--- config.mk ---
export PLATFORM = sky130hd
export DESIGN_NAME = fmc_sram_arbiter
export DESIGN_NICKNAME = d
export VERILOG_FILES = /design/src/rtl/fmc_pkg.sv /design/src/rtl/fmc_frame_addr_cnt.sv /design/src/rtl/fmc_sram_arbiter.sv
export SDC_FILE = /design/constraint.sdc
export NUM_CORES = 1
export LEC_CHECK = 0
export CAP_MARGIN = 20
export CORE_MARGIN = 3
export CORE_UTILIZATION = 45
export CTS_BUF_LIST = sky130_fd_sc_hd__clkbuf_8
export CTS_CLUSTER_SIZE = 14
export DETAILED_ROUTE_END_ITERATION = 8
export GPL_TIMING_DRIVEN = 0
export HOLD_SLACK_MARGIN = 0.03
export PLACE_DENSITY_LB_ADDON = 0.15
export SYNTH_ARGS = -nofsm -noshare
export SYNTH_HDL_FRONTEND = slang
export SYNTH_SLANG_ARGS = --single-unit
--- constraint.sdc ---
create_clock -name CLK -period 3.8 [get_ports CLK]
set_clock_uncertainty 0.15 [all_clocks]
set_input_delay 0.38 -clock CLK [delete_from_list [all_inputs] [get_ports CLK]]
set_output_delay 0.38 -clock CLK [all_outputs]
set_load 0.02 [all_outputs]
--- src/rtl/fmc_pkg.sv ---
// fmc_pkg: shared types and defaults for the frame SRAM arbiter.
// Grant encoding, default geometry and frame size helper.
package fmc_pkg;

  typedef enum logic {
    GRANT_WRITE = 1'b0,
    GRANT_READ  = 1'b1
  } grant_t;

  localparam int DEF_DATA_WIDTH = 24;
  localparam int DEF_H_ACT      = 1080;
  localparam int DEF_V_ACT      = 2400;

  function automatic int frame_size(input int h, input int v);
    return h * v;
  endfunction

endpackage

--- src/rtl/fmc_frame_addr_cnt.sv ---
// fmc_frame_addr_cnt: raster-order frame address counter.
// SOF forces address 0; wrap pulses after the last pixel.
module fmc_frame_addr_cnt
  import fmc_pkg::*;
#(
  parameter int H_ACT      = DEF_H_ACT,
  parameter int V_ACT      = DEF_V_ACT,
  parameter int ADDR_WIDTH = $clog2(frame_size(H_ACT, V_ACT))
) (
  input  logic                  CLK,
  input  logic                  RST,
  input  logic                  advance,
  input  logic                  sof,
  output logic [ADDR_WIDTH-1:0] addr,
  output logic                  wrap
);

  localparam int FRAME_SIZE = frame_size(H_ACT, V_ACT);
  localparam logic [ADDR_WIDTH-1:0] LAST =
    ADDR_WIDTH'(FRAME_SIZE - 1);

  logic [ADDR_WIDTH-1:0] cnt;
  logic                  at_last;

  assign addr    = sof ? '0 : cnt;
  assign at_last = (addr == LAST);

  // Advance on handshake; wrap to 0 and flag frame end.
  always_ff @(posedge CLK or posedge RST) begin
    if (RST) begin
      cnt  <= '0;
      wrap <= 1'b0;
    end else begin
      wrap <= advance & at_last;
      if (advance) begin
        cnt <= at_last ? '0 : addr + 1'b1;
      end
    end
  end

endmodule

--- src/rtl/fmc_sram_arbiter.sv ---
// fmc_sram_arbiter: round-robin sharing of one frame SRAM
// between a pixel write stream and a display read stream.
module fmc_sram_arbiter
  import fmc_pkg::*;
#(
  parameter int DATA_WIDTH = DEF_DATA_WIDTH,
  parameter int H_ACT      = DEF_H_ACT,
  parameter int V_ACT      = DEF_V_ACT,
  parameter int ADDR_WIDTH = $clog2(frame_size(H_ACT, V_ACT))
) (
  input  logic                  CLK,
  input  logic                  RST,
  input  logic                  WR_SOF,
  input  logic                  WR_VALID,
  output logic                  WR_READY,
  input  logic [DATA_WIDTH-1:0] WR_DATA,
  output logic                  WR_FRAME_DONE,
  input  logic                  RD_SOF,
  input  logic                  RD_REQ,
  output logic                  RD_READY,
  output logic                  RD_DVALID,
  output logic [DATA_WIDTH-1:0] RD_DATA,
  output logic                  RD_FRAME_DONE,
  output logic                  SRAM_CSN,
  output logic                  SRAM_WEN,
  output logic [ADDR_WIDTH-1:0] SRAM_ADDR,
  output logic [DATA_WIDTH-1:0] SRAM_DIN,
  input  logic [DATA_WIDTH-1:0] SRAM_DOUT
);

  grant_t                last_grant;
  logic                  gnt_w;
  logic                  gnt_r;
  logic                  rd_pend;
  logic [ADDR_WIDTH-1:0] wr_addr;
  logic [ADDR_WIDTH-1:0] rd_addr;

  // Round-robin: on conflict the side not granted last wins.
  always_comb begin
    gnt_w = 1'b0;
    gnt_r = 1'b0;
    if (WR_VALID && RD_REQ) begin
      gnt_w = (last_grant == GRANT_READ);
      gnt_r = (last_grant == GRANT_WRITE);
    end else begin
      gnt_w = WR_VALID;
      gnt_r = RD_REQ;
    end
  end

  assign WR_READY = gnt_w;
  assign RD_READY = gnt_r;
  assign RD_DATA  = SRAM_DOUT;

  fmc_frame_addr_cnt #(
    .H_ACT     (H_ACT),
    .V_ACT     (V_ACT),
    .ADDR_WIDTH(ADDR_WIDTH)
  ) u_wr_cnt (
    .CLK    (CLK),
    .RST    (RST),
    .advance(gnt_w),
    .sof    (WR_SOF),
    .addr   (wr_addr),
    .wrap   (WR_FRAME_DONE)
  );

  fmc_frame_addr_cnt #(
    .H_ACT     (H_ACT),
    .V_ACT     (V_ACT),
    .ADDR_WIDTH(ADDR_WIDTH)
  ) u_rd_cnt (
    .CLK    (CLK),
    .RST    (RST),
    .advance(gnt_r),
    .sof    (RD_SOF),
    .addr   (rd_addr),
    .wrap   (RD_FRAME_DONE)
  );

  // Remember the last granted side; idle cycles keep it.
  always_ff @(posedge CLK or posedge RST) begin
    if (RST) begin
      last_grant <= GRANT_READ;
    end else if (gnt_w) begin
      last_grant <= GRANT_WRITE;
    end else if (gnt_r) begin
      last_grant <= GRANT_READ;
    end
  end

  // SRAM command register; address/data hold when idle.
  always_ff @(posedge CLK or posedge RST) begin
    if (RST) begin
      SRAM_CSN  <= 1'b1;
      SRAM_WEN  <= 1'b1;
      SRAM_ADDR <= '0;
      SRAM_DIN  <= '0;
    end else begin
      SRAM_CSN <= ~(gnt_w | gnt_r);
      SRAM_WEN <= ~gnt_w;
      if (gnt_w) begin
        SRAM_ADDR <= wr_addr;
        SRAM_DIN  <= WR_DATA;
      end else if (gnt_r) begin
        SRAM_ADDR <= rd_addr;
      end
    end
  end

  // Read return pipeline matching the SRAM output register.
  always_ff @(posedge CLK or posedge RST) begin
    if (RST) begin
      rd_pend   <= 1'b0;
      RD_DVALID <= 1'b0;
    end else begin
      rd_pend   <= gnt_r;
      RD_DVALID <= rd_pend;
    end
  end

endmodule
# After elaboration in Yosys (flattened, before gate mapping)
# Cells that the tools add are included.
# classes
n_mux	10
n_reduce_logical	2
addsub	2
n_eq_ne	2
bitwise	6
# ops
operator	count
2-to-1 mux 22 bit	6
adder 22 x 1 -> 22 bit, second input constant	2
equality test 22 bit, second input constant	2
2-to-1 mux 1 bit	4
NOT 1 bit	3
bitwise AND 1 bit	2
nonzero test 2 bit	1
logical AND 1 bit	1
OR 1 bit	1
# totals
input_bits	54
output_inout_bits	77
reg_bits	97
wordCells	33

# Longest topological paths before layout
# Gate-level depths: netlist of run 1.
# logic_depth
ltp_word	4
depth_mapped	11
ltp_nobuf	9

# By module
# From an unflattened synthesis of run 1, not the netlist that was laid out.
# unflattened
cells_unflattened	553
hier_area_um2	5450.2
# modules_own_cells
mod	n_inst	cells_each	area_per_inst_um2
fmc_frame_addr_cnt	2	184	1560.2
fmc_sram_arbiter	1	185	2329.7

# Worst setup path after synthesis of run 1
# OpenSTA, ideal clock, no wires.
# synth_timing
path_kind	input -> register
from	input WR_SOF
to	register u_wr_cnt.cnt[14]
slack_ns	1.314
required_ns	3.512
path_stages	11
arrival_time_ns	2.198
path_cell_list	clkbuf_1 > inv_1 > nand2_1 > inv_1 > ha_1 > nand3_2 > or3_1 > clkbuf_1 > nor4_1 > nand2b_1 > a31oi_1
# synth_via
elab_chain_cells	3
# synth_lines
item	line_no	rtl
start: declaration	fmc_sram_arbiter.sv:13	input logic WR_SOF,
2-to-1 mux 22 bit (*)	fmc_frame_addr_cnt.sv:25	assign addr = sof ? '0 : cnt;
adder 22 x 1 -> 22 bit or equality test 22 bit (tied branches)	fmc_frame_addr_cnt.sv:36, fmc_frame_addr_cnt.sv:26	
2-to-1 mux 22 bit (*)	fmc_frame_addr_cnt.sv:36	cnt <= at_last ? '0 : addr + 1'b1;
end signal: assignment	fmc_frame_addr_cnt.sv:36	
end: declaration	fmc_frame_addr_cnt.sv:22	logic [ADDR_WIDTH-1:0] cnt;
# Every way passes the cells marked *; elsewhere a longest branch is shown, timed or not.
# A chain may end at the register's enable or synchronous reset.

# Final worst setup path of run 1
# layout_timing
from	input WR_VALID
to	output WR_READY
# layout_via
elab_chain_cells	2
# layout_lines
item	line_no	rtl
start: declaration	fmc_sram_arbiter.sv:14	input logic WR_VALID,
logical AND 1 bit	fmc_sram_arbiter.sv:42	if (WR_VALID && RD_REQ) begin
2-to-1 mux 1 bit (*)	fmc_sram_arbiter.sv:42	
end: declaration	fmc_sram_arbiter.sv:15	output logic WR_READY,
# Marked as above.

==> reports/results.ini, run 1 <==
[setup_path]
crit_chain=clkdlybuf4s50_1 -> o21ai_1 -> inv_1 -> clkbuf_1 -> buf_1 -> clkdlybuf4s50_1
r2r_slack_ns=1.13
crit_buf_inv=5
crit_top_cell=clkdlybuf4s50_1
startpoint=WR_VALID
worstRegToRegCells=8
timing.rr.start=u_wr_cnt.cnt[1]
crit_required_ns=3.27
cp-end-kind=output pin
r2r_end=u_wr_cnt.cnt[14]
worstPathArrival_ns=3.02
crit_family=buffers and inverters
critPathKind=in2out
path_depth=6
crit_end=WR_READY
worstSetupStartpointType=input pin
cp_slowest_cell=clkdlybuf4s50_1
cpPeakStageDelay_ns=0.69
crit_fanout=10

[placement]
io_buffer_count=105
placedCellCount=821
hpwlAfterDp_mm=10.7
pre_cts_slack_ns=0.244
gp_congestion=0.917
dpl_cell_area_sq_mm=0.00637

[power]
p_leak_nw=2.84
p_per_area_mw_per_mm2=367
vdd_drop_max_mv=0.227
power_mw=2.41

[synthesis]
synth-simple-area-share_pct=27.0
synth_top_family_by_area=simple AND/OR/NAND/NOR gates
synthCells=575
synth-seq-area-share_pct=47.5
synth.area.mux_share_pct=0.783
synth-edff-count=0
async_flop_share_pct=100
synth-main-ff-cell=dfrtp_1
ys_types=54
syn_avg_cell_area_sq_um=8.89
synthXorXnorAreaFrac_pct=0
synth_compound_area_share_pct=16.3
ys_ff_latch=97
synthAdderAreaFrac_pct=0.489
yosysWarnings=0
syn_nets=631
syn_area_sq_mm=0.00511

[sta]
slew_viol_final=0
max_clock_freq_ghz=0.282
fin_setup_tns_ns=0
setup_viol=0
fin_ws_ns=0.252
fin_crit_ns=3.55
relSlewSlack_pct=53.9
fin_crit_sh_pct=93.4
rsz0062_at_grt=false
hold_viol_final=0
tightest_slew_ns=0.687

[finish]
drive_above_1_share_pct=9.90
layout_commonest_cell=nand2_1
final_cell_mix=nand2_1 (115), clkdlybuf4s50_1 (105), dfrtp_1 (94)
fillerInstances=956
num-nets-final=748
final_cells=837
fin_area_sq_mm=0.00656
diodes=0
areaGrowthSynthToFinish_pct=28.3

[clock_network]
cts_resized=0
cts-htree-levels=3
cts-root-buf=clkbuf_8
holdBufCountCts=0
post_cts_buffers=0
clk_pin_slew_worst_paths_ns=0.10
cts_tree=done
insertion_delay_ns=0.38
cts-buffers-inserted=9
cts.sink_count=97
cts_buffer_depth=2

[routing]
post_drt_wl_per_cell_um=17.3
drt_pass1_iterations=7
wirelength_mm=14.5
drtIter0Drc=365
ant_nets=0
vias=4797
via_per_inst=5.73
drc=0

[die]
num_io_pins=131
die_w_um=113
core-area_sq_mm=0.0110
initial_core_util_pct=46.6
die_h_um=113
rows=38
dieArea_sq_mm=0.0127

[global_route]
grt_pass1_vias=4619
grt_remaining_overflow=0
antenna_found_initial=0
grt_max_degree=74
track_usage_pct=23.2
grt_first_pass_wirelength_mm=23.8

[worst_hold_path]
min_path_type=in2async

[run_status]
outcome=finished clean

[flow_run]
drv_cap=0

-- final cells by class --
| class | instances | area, sq um | area share (%) |
|---|---|---|---|
| clock inverters | 3 | 13.8 | 0.210 |
| inverters | 17 | 66.3 | 1.01 |
| multi-input cells | 400 | 2280 | 34.8 |
| well taps | 140 | 175 | 2.67 |
| repair buffers | 106 | 1080 | 16.4 |
| plain buffers | 61 | 337 | 5.13 |
| flip-flops and latches | 97 | 2430 | 37.0 |
| clock buffers | 13 | 179 | 2.73 |
-- through the flow --
stage	hold WS, ns	utilization (%)
2_1_floorplan	0.181	-
3_3_place_gp	0.186	57.7
3_5_place_dp	0.194	58.0
4_1_cts	0.174	59.8
5_1_grt	0.218	59.8
6_report	0.182	59.8
-- per-layer routing --
layer  global-route usage [%]  vias up  wire (um)
met4                     7.61        0        316
met3                     5.66       30       1040
met5                        0        -          0
met2                     36.7      207       7120
met1                     31.4     2300       6040
li1                         -     2260          -
-- synth_stat cells, types with 4 or more instances --
cell      count  area share [%]
o22ai_1      15             1.8
nand4_1      16             2.0
inv_1        17             1.2
mux2i_1       4            0.78
nor2_1       17             1.2
or4_1         4            0.59
or3_1         5            0.61
a22o_1        5            0.86
nand2_1     115             8.4
o211ai_1      5            0.73
a41oi_1       5            0.86
and2_1        4            0.49
clkbuf_1     25             1.8
nor4_1        5            0.61
nand3_1      33             3.2
nand2b_1     10             1.2
o21ai_0      54             5.3
dfrtp_1      94              46
buf_4        24             3.5
a21oi_1      18             1.8
o221ai_1      5            0.86
buf_2         8            0.78
a31oi_1      16             2.0
nor2b_1      19             2.3
-- sequential cells by signal, indices dropped and copies added (netlist names) --
name and flops:
rd_pend 1, SRAM_DIN 24, u_rd_cnt.cnt 22, u_wr_cnt.wrap 1, last_grant 1, SRAM_CSN 1
RD_DVALID 1, SRAM_ADDR 22, SRAM_WEN 1, u_wr_cnt.cnt 22, u_rd_cnt.wrap 1
-- where the power goes --
part           switching (mW)  total, mW  internal [mW]
Sequential             0.0608       1.18           1.12
Combinational           0.328      0.577          0.249
Clock                   0.347      0.653          0.306
Total                   0.736       2.41           1.67
-- worst register-to-register path: stages (launching register included) --
cell and delay, ns:
dfrtp_1 0.40, nor2b_1 0.32, ha_1 0.31, nand3_2 0.16
or3_1 0.38, clkbuf_1 0.16, nor4_1 0.40, nand2b_1 0.17
a31oi_1 0.08
-- worst min-delay path by stage --
stage / endpoint / slack [ns] / start
after floorplan: RD_DVALID / 0.18 / rd_pend
after global placement: RD_DVALID / 0.19 / rd_pend
after detailed placement: RD_DVALID / 0.19 / rd_pend
after CTS: u_rd_cnt.cnt[8] / 0.17 / RST
after global routing: u_rd_cnt.cnt[8] / 0.22 / RST
final: u_rd_cnt.cnt[18] / 0.18 / RST
-- cells by family after synthesis --
kind of cell,count (synthesis)
AO/OA/AOI/OAI,136
adder cells (fa/ha/maj),2
buffers and inverters,78
AND/OR/NAND/NOR,258
multiplexers,4
flip-flops,97
No activity file was read; power rests on OpenSTA's default activity.
==> run 2, diff against run 1 <==
--- a/config.mk
+++ b/config.mk
@@ -5,7 +5,6 @@
 export SDC_FILE = /design/constraint.sdc
 export NUM_CORES = 1
 export LEC_CHECK = 0
-export CAP_MARGIN = 20
 export CORE_MARGIN = 3
 export CORE_UTILIZATION = 45
 export CTS_BUF_LIST = sky130_fd_sc_hd__clkbuf_8
==> constraint.sdc (replaced) <==
create_clock -name CLK -period 3.3 [get_ports CLK]
set_clock_uncertainty 0.15 [all_clocks]
set_input_delay 0.33 -clock CLK [delete_from_list [all_inputs] [get_ports CLK]]
set_output_delay 0.33 -clock CLK [all_outputs]
set_load 0.02 [all_outputs]
==> run 2 against run 1 <==
  * Worst hold slack got worse by 0.049 ns
  * Combinational power increased by 15%
  * Routed wire length about the same
  * Non-clock buffer count decreased by 2
  * Sequential power increased by 15%
==> reports/results.ini, run 2 (synthesis results as in run 1) <==
[run_status]
outcome=finished clean

[die]
dieArea_sq_mm=0.0127
core-area_sq_mm=0.0110
num_io_pins=131
die_w_um=113
rows=38
initial_core_util_pct=46.6
die_h_um=113

[routing]
post_drt_wl_per_cell_um=17.4
via_per_inst=5.72
met1_length_mm=6.09
met3_length_mm=1.04
top_layer=met4
drtIter0Drc=293
ant_nets=0
route.met2.wl_mm=7.10
drc=0
wirelength_mm=14.5
vias=4780
drt_pass1_iterations=5

[finish]
areaGrowthSynthToFinish_pct=28.2
fillerInstances=956
finish.utilization_pct=59.7
largest_register_ffs=24
final_cell_mix=nand2_1 (115), clkdlybuf4s50_1 (105), dfrtp_1 (94)
multi_input_area_sq_mm=0.00228
regArea_sq_mm=0.00243
final_cells=835
diodes=0
drive_above_1_share_pct=10.2
layout_commonest_cell=nand2_1
num-nets-final=746
top_register=SRAM_DIN

[setup_path]
cp-end-kind=output pin
crit_required_ns=2.82
worstSetupStartpointType=input pin
worstPathArrival_ns=2.64
crit_fanout=14
critPathKind=in2out

[clock_network]
cts-htree-levels=3
post_cts_buffers=0
cts-root-buf=clkbuf_8
clk_pin_slew_worst_paths_ns=0.09
insertion_delay_ns=0.38
cts-buffers-inserted=9
holdBufCountCts=0
cts_buffer_depth=2
cts_tree=done
cts.sink_count=97

[placement]
hpwlAfterDp_mm=10.7
io_buffer_count=105
gp_congestion=0.917
placedCellCount=821

[sta]
setup_viol=0
relSlewSlack_pct=51.6
fin_crit_ns=3.12
tightest_slew_ns=0.722
slew_viol_final=0
max_clock_freq_ghz=0.320
fin_crit_sh_pct=94.6
rsz0062_at_grt=false
hold_viol_final=0

[power]
vdd_drop_max_mv=0.262
p_leak_nw=2.83
p_per_area_mw_per_mm2=423

[flow_run]
drv_cap=0

[global_route]
grt_pass1_vias=4611
grt_first_pass_wirelength_mm=23.7
grt_remaining_overflow=0
track_usage_pct=23.1
antenna_found_initial=0
grt_max_degree=74

[worst_hold_path]
min_path_type=in2async

==> run 2: changes by cell type in the layout (fill, tap and decap cells not counted) <==
| cell | before | now |
|---|---|---|
| clkbuf_1 | 25 | 23 |
| inv_1 | 17 | 15 |
| inv_2 | 0 | 2 |
==> run 2: final timing paths <==
| path | slack (ns) | end | cells after the start | startpoint |
|---|---|---|---|---|
| worst max-delay path | 0.18 | WR_READY | 5 | WR_VALID |
| worst min-delay path | 0.13 | u_rd_cnt.cnt[18] | 2 | RST |
| worst max register to register | 0.61 | u_wr_cnt.cnt[14] | 8 | u_wr_cnt.cnt[1] |
| worst min register to register | 0.21 | RD_DVALID | 0 | rd_pend |
| max in group asynchronous | 2.19 | last_grant | 3 | RST |
| min in group CLK | 0.19 | SRAM_CSN | 2 | RD_REQ |
==> run 2: routing by layer <==
layer	vias to the layer above	global-route usage [%]
li1	2262	-
met1	2293	31.3
met2	199	36.7
met3	26	5.66
met4	0	7.77
met5	-	0
==> run 2: report_power, final <==
group | switching (mW) | internal [mW]
Sequential | 0.0704 | 1.29
Combinational | 0.378 | 0.286
Clock | 0.399 | 0.352
Total | 0.847 | 1.92
==> run 2: metrics by stage <==
step                TNS (ns)  area [sq um]  hold WS [ns]  total power, mW  setup WS [ns]
finish                     0          6560         0.133             2.77          0.179
floorplan                  0          5110         0.181             1.73          0.291
detailed placement     -1.43          6370         0.194             2.05         -0.182
global route               0          6560         0.168             2.90         0.0417
CTS                        0          6560         0.124             2.80         0.0388
global placement     -113.16          6340         0.186             2.03          -1.19
==> run 2: what timing repair did <==
action,4_1_cts,5_1_grt
gates cloned,0,0
resized for setup,0,2
endpoints found under the setup margin,1,5
==> run 2: worst max-delay path: stages <==
cell and delay (ns):
clkdlybuf4s50_1 0.59, o21ai_1 0.31, inv_2 0.32, buf_1 0.40, clkdlybuf4s50_1 0.69
==> run 2: final cells by class <==
class	count	share of cell area, %
Timing Repair Buffer	106	16.5
Clock buffer	13	2.73
Tap cell	140	2.67
Inverter	17	1.01
Multi-Input combinational cell	400	34.8
Sequential cell	97	37.1
Buffer	59	5.02
Clock inverter	3	0.210
==> run 3, diff against run 2 <==
--- a/config.mk
+++ b/config.mk
@@ -6,7 +6,7 @@
 export NUM_CORES = 1
 export LEC_CHECK = 0
 export CORE_MARGIN = 3
-export CORE_UTILIZATION = 45
+export CORE_UTILIZATION = 51
 export CTS_BUF_LIST = sky130_fd_sc_hd__clkbuf_8
 export CTS_CLUSTER_SIZE = 14
 export DETAILED_ROUTE_END_ITERATION = 8
==> run 3 against run 2 <==
  * Worst setup slack better by 0.010 ns
  * Utilization is 9.2 points higher
  * Critical path depth stayed put
  * Maximum frequency is 0.33% higher
  * Clock power is 4.0% higher
  * Final cell count is 1.3% lower
  * Total power is 1.2% higher
  * Sequential power hardly changed
  * Final area is 0.17% lower
  * Largest cell class unchanged
  * Largest power group unchanged
  * Highest routed layer unchanged
==> reports/results.ini, run 3 (synthesis results as in run 1) <==
[sta]
relSlewSlack_pct=53.7
setup_viol=0
tightest_slew_ns=0.690
fin_crit_ns=3.11
rsz0062_at_grt=false
hold_slack_ns=0.142
fin_setup_tns_ns=0
fin_ws_ns=0.189
max_clock_freq_ghz=0.321
hold_viol_final=0
fin_crit_sh_pct=94.3
slew_viol_final=0

[routing]
drtIter0Drc=382
via_per_inst=5.97
ant_nets=0
drc=0
vias=4918
post_drt_wl_per_cell_um=17.5
drt_pass1_iterations=5
wirelength_mm=14.4

[die]
rows=35
num_io_pins=131
core-area_sq_mm=0.00950
die_w_um=106
die_h_um=106
initial_core_util_pct=53.8
dieArea_sq_mm=0.0113

[finish]
layout_commonest_cell=nand2_1
top_register=SRAM_DIN
num-nets-final=746
diodes=0
final_cell_mix=nand2_1 (115), clkdlybuf4s50_1 (105), dfrtp_1 (94)
largest_register_ffs=24
areaGrowthSynthToFinish_pct=28.0
drive_above_1_share_pct=10.1

[setup_path]
critPathKind=in2out
worstSetupStartpointType=input pin
worstPathArrival_ns=2.63
cp-end-kind=output pin
crit_required_ns=2.82
crit_fanout=14

[clock_network]
clk_pin_slew_worst_paths_ns=0.10
insertion_delay_ns=0.37
cts-root-buf=clkbuf_8
cts.sink_count=97
cts-buffers-inserted=9
cts_tree=done
cts_buffer_depth=2
cts-htree-levels=3

[power]
vdd_drop_max_mv=0.268
p_leak_nw=2.82
power_mw=2.81
p_per_area_mw_per_mm2=429

[global_route]
grt_max_degree=71
grt_pass1_vias=4764
grt_first_pass_wirelength_mm=23.8
antenna_found_initial=0
grt_remaining_overflow=0
track_usage_pct=26.2

[flow_run]
drv_cap=0

[worst_hold_path]
min_path_type=in2async

[placement]
gp_congestion=0.947
pre_cts_slack_ns=-0.161
io_buffer_count=105
hpwlAfterDp_mm=10.6

[run_status]
outcome=finished clean

run 3: changes by cell type in the layout (fill, tap and decap cells not counted), moves of 2 or more:
cell | before | now
clkbuf_8 | 13 | 9
clkinvlp_4 | 0 | 3
inv_1 | 15 | 17
inv_2 | 2 | 0
run 3: cell type report:
class                      count  area [sq um]
buffer                        59           330
clock buffer                   9           124
clock inverter                 7          70.1
fill                         778          2960
inverter                      17          66.3
multi-input combinational    400          2280
sequential                    97          2430
tap                          129           161
timing repair buffer         106          1080
run 3: through the flow:
| stage | util, % | cells | cell area, sq um |
|---|---|---|---|
| after CTS | 68.9 | 826 | 6550 |
| after global placement | 66.6 | 809 | 6330 |
| after floorplan | - | 575 | 5110 |
| after global routing | 68.9 | 824 | 6540 |
| after detailed placement | 66.9 | 810 | 6360 |
| final | 68.9 | 824 | 6540 |
run 3: layer usage:
metal	track usage (%)	wire [um]	up-vias
li1	-	-	2257
met1	38.3	6350	2331
met2	39.6	6440	306
met3	4.55	1370	24
met4	8.79	280	0
met5	0	0	-
run 3: worst paths after layout:
check / from / to / slack, ns / depth (start not counted)
setup / recovery: WR_VALID / WR_READY / 0.19 / 5
hold / removal: RST / u_rd_cnt.cnt[3] / 0.14 / 2
setup reg to reg: u_wr_cnt.cnt[1] / u_wr_cnt.cnt[14] / 0.68 / 8
hold reg to reg: rd_pend / RD_DVALID / 0.21 / 0
max in group asynchronous: RST / last_grant / 2.17 / 3
min in group CLK: RD_REQ / SRAM_CSN / 0.17 / 2
run 3: what timing repair did:
action,4_1_cts,5_1_grt
pin swaps,0,0
setup buffers,0,0
hold buffers,0,0
gates resized for setup,1,0
setup endpoints to repair,1,2
cloned,0,0
run 3: worst max-delay path: stages:
cell	delay, ns
clkdlybuf4s50_1	0.59
o21ai_1	0.30
inv_1	0.45
buf_2	0.31
clkdlybuf4s50_1	0.64
run 3: where the power goes:
part | switching [mW] | internal (mW)
Combinational | 0.379 | 0.287
Clock | 0.432 | 0.349
Sequential | 0.0730 | 1.29
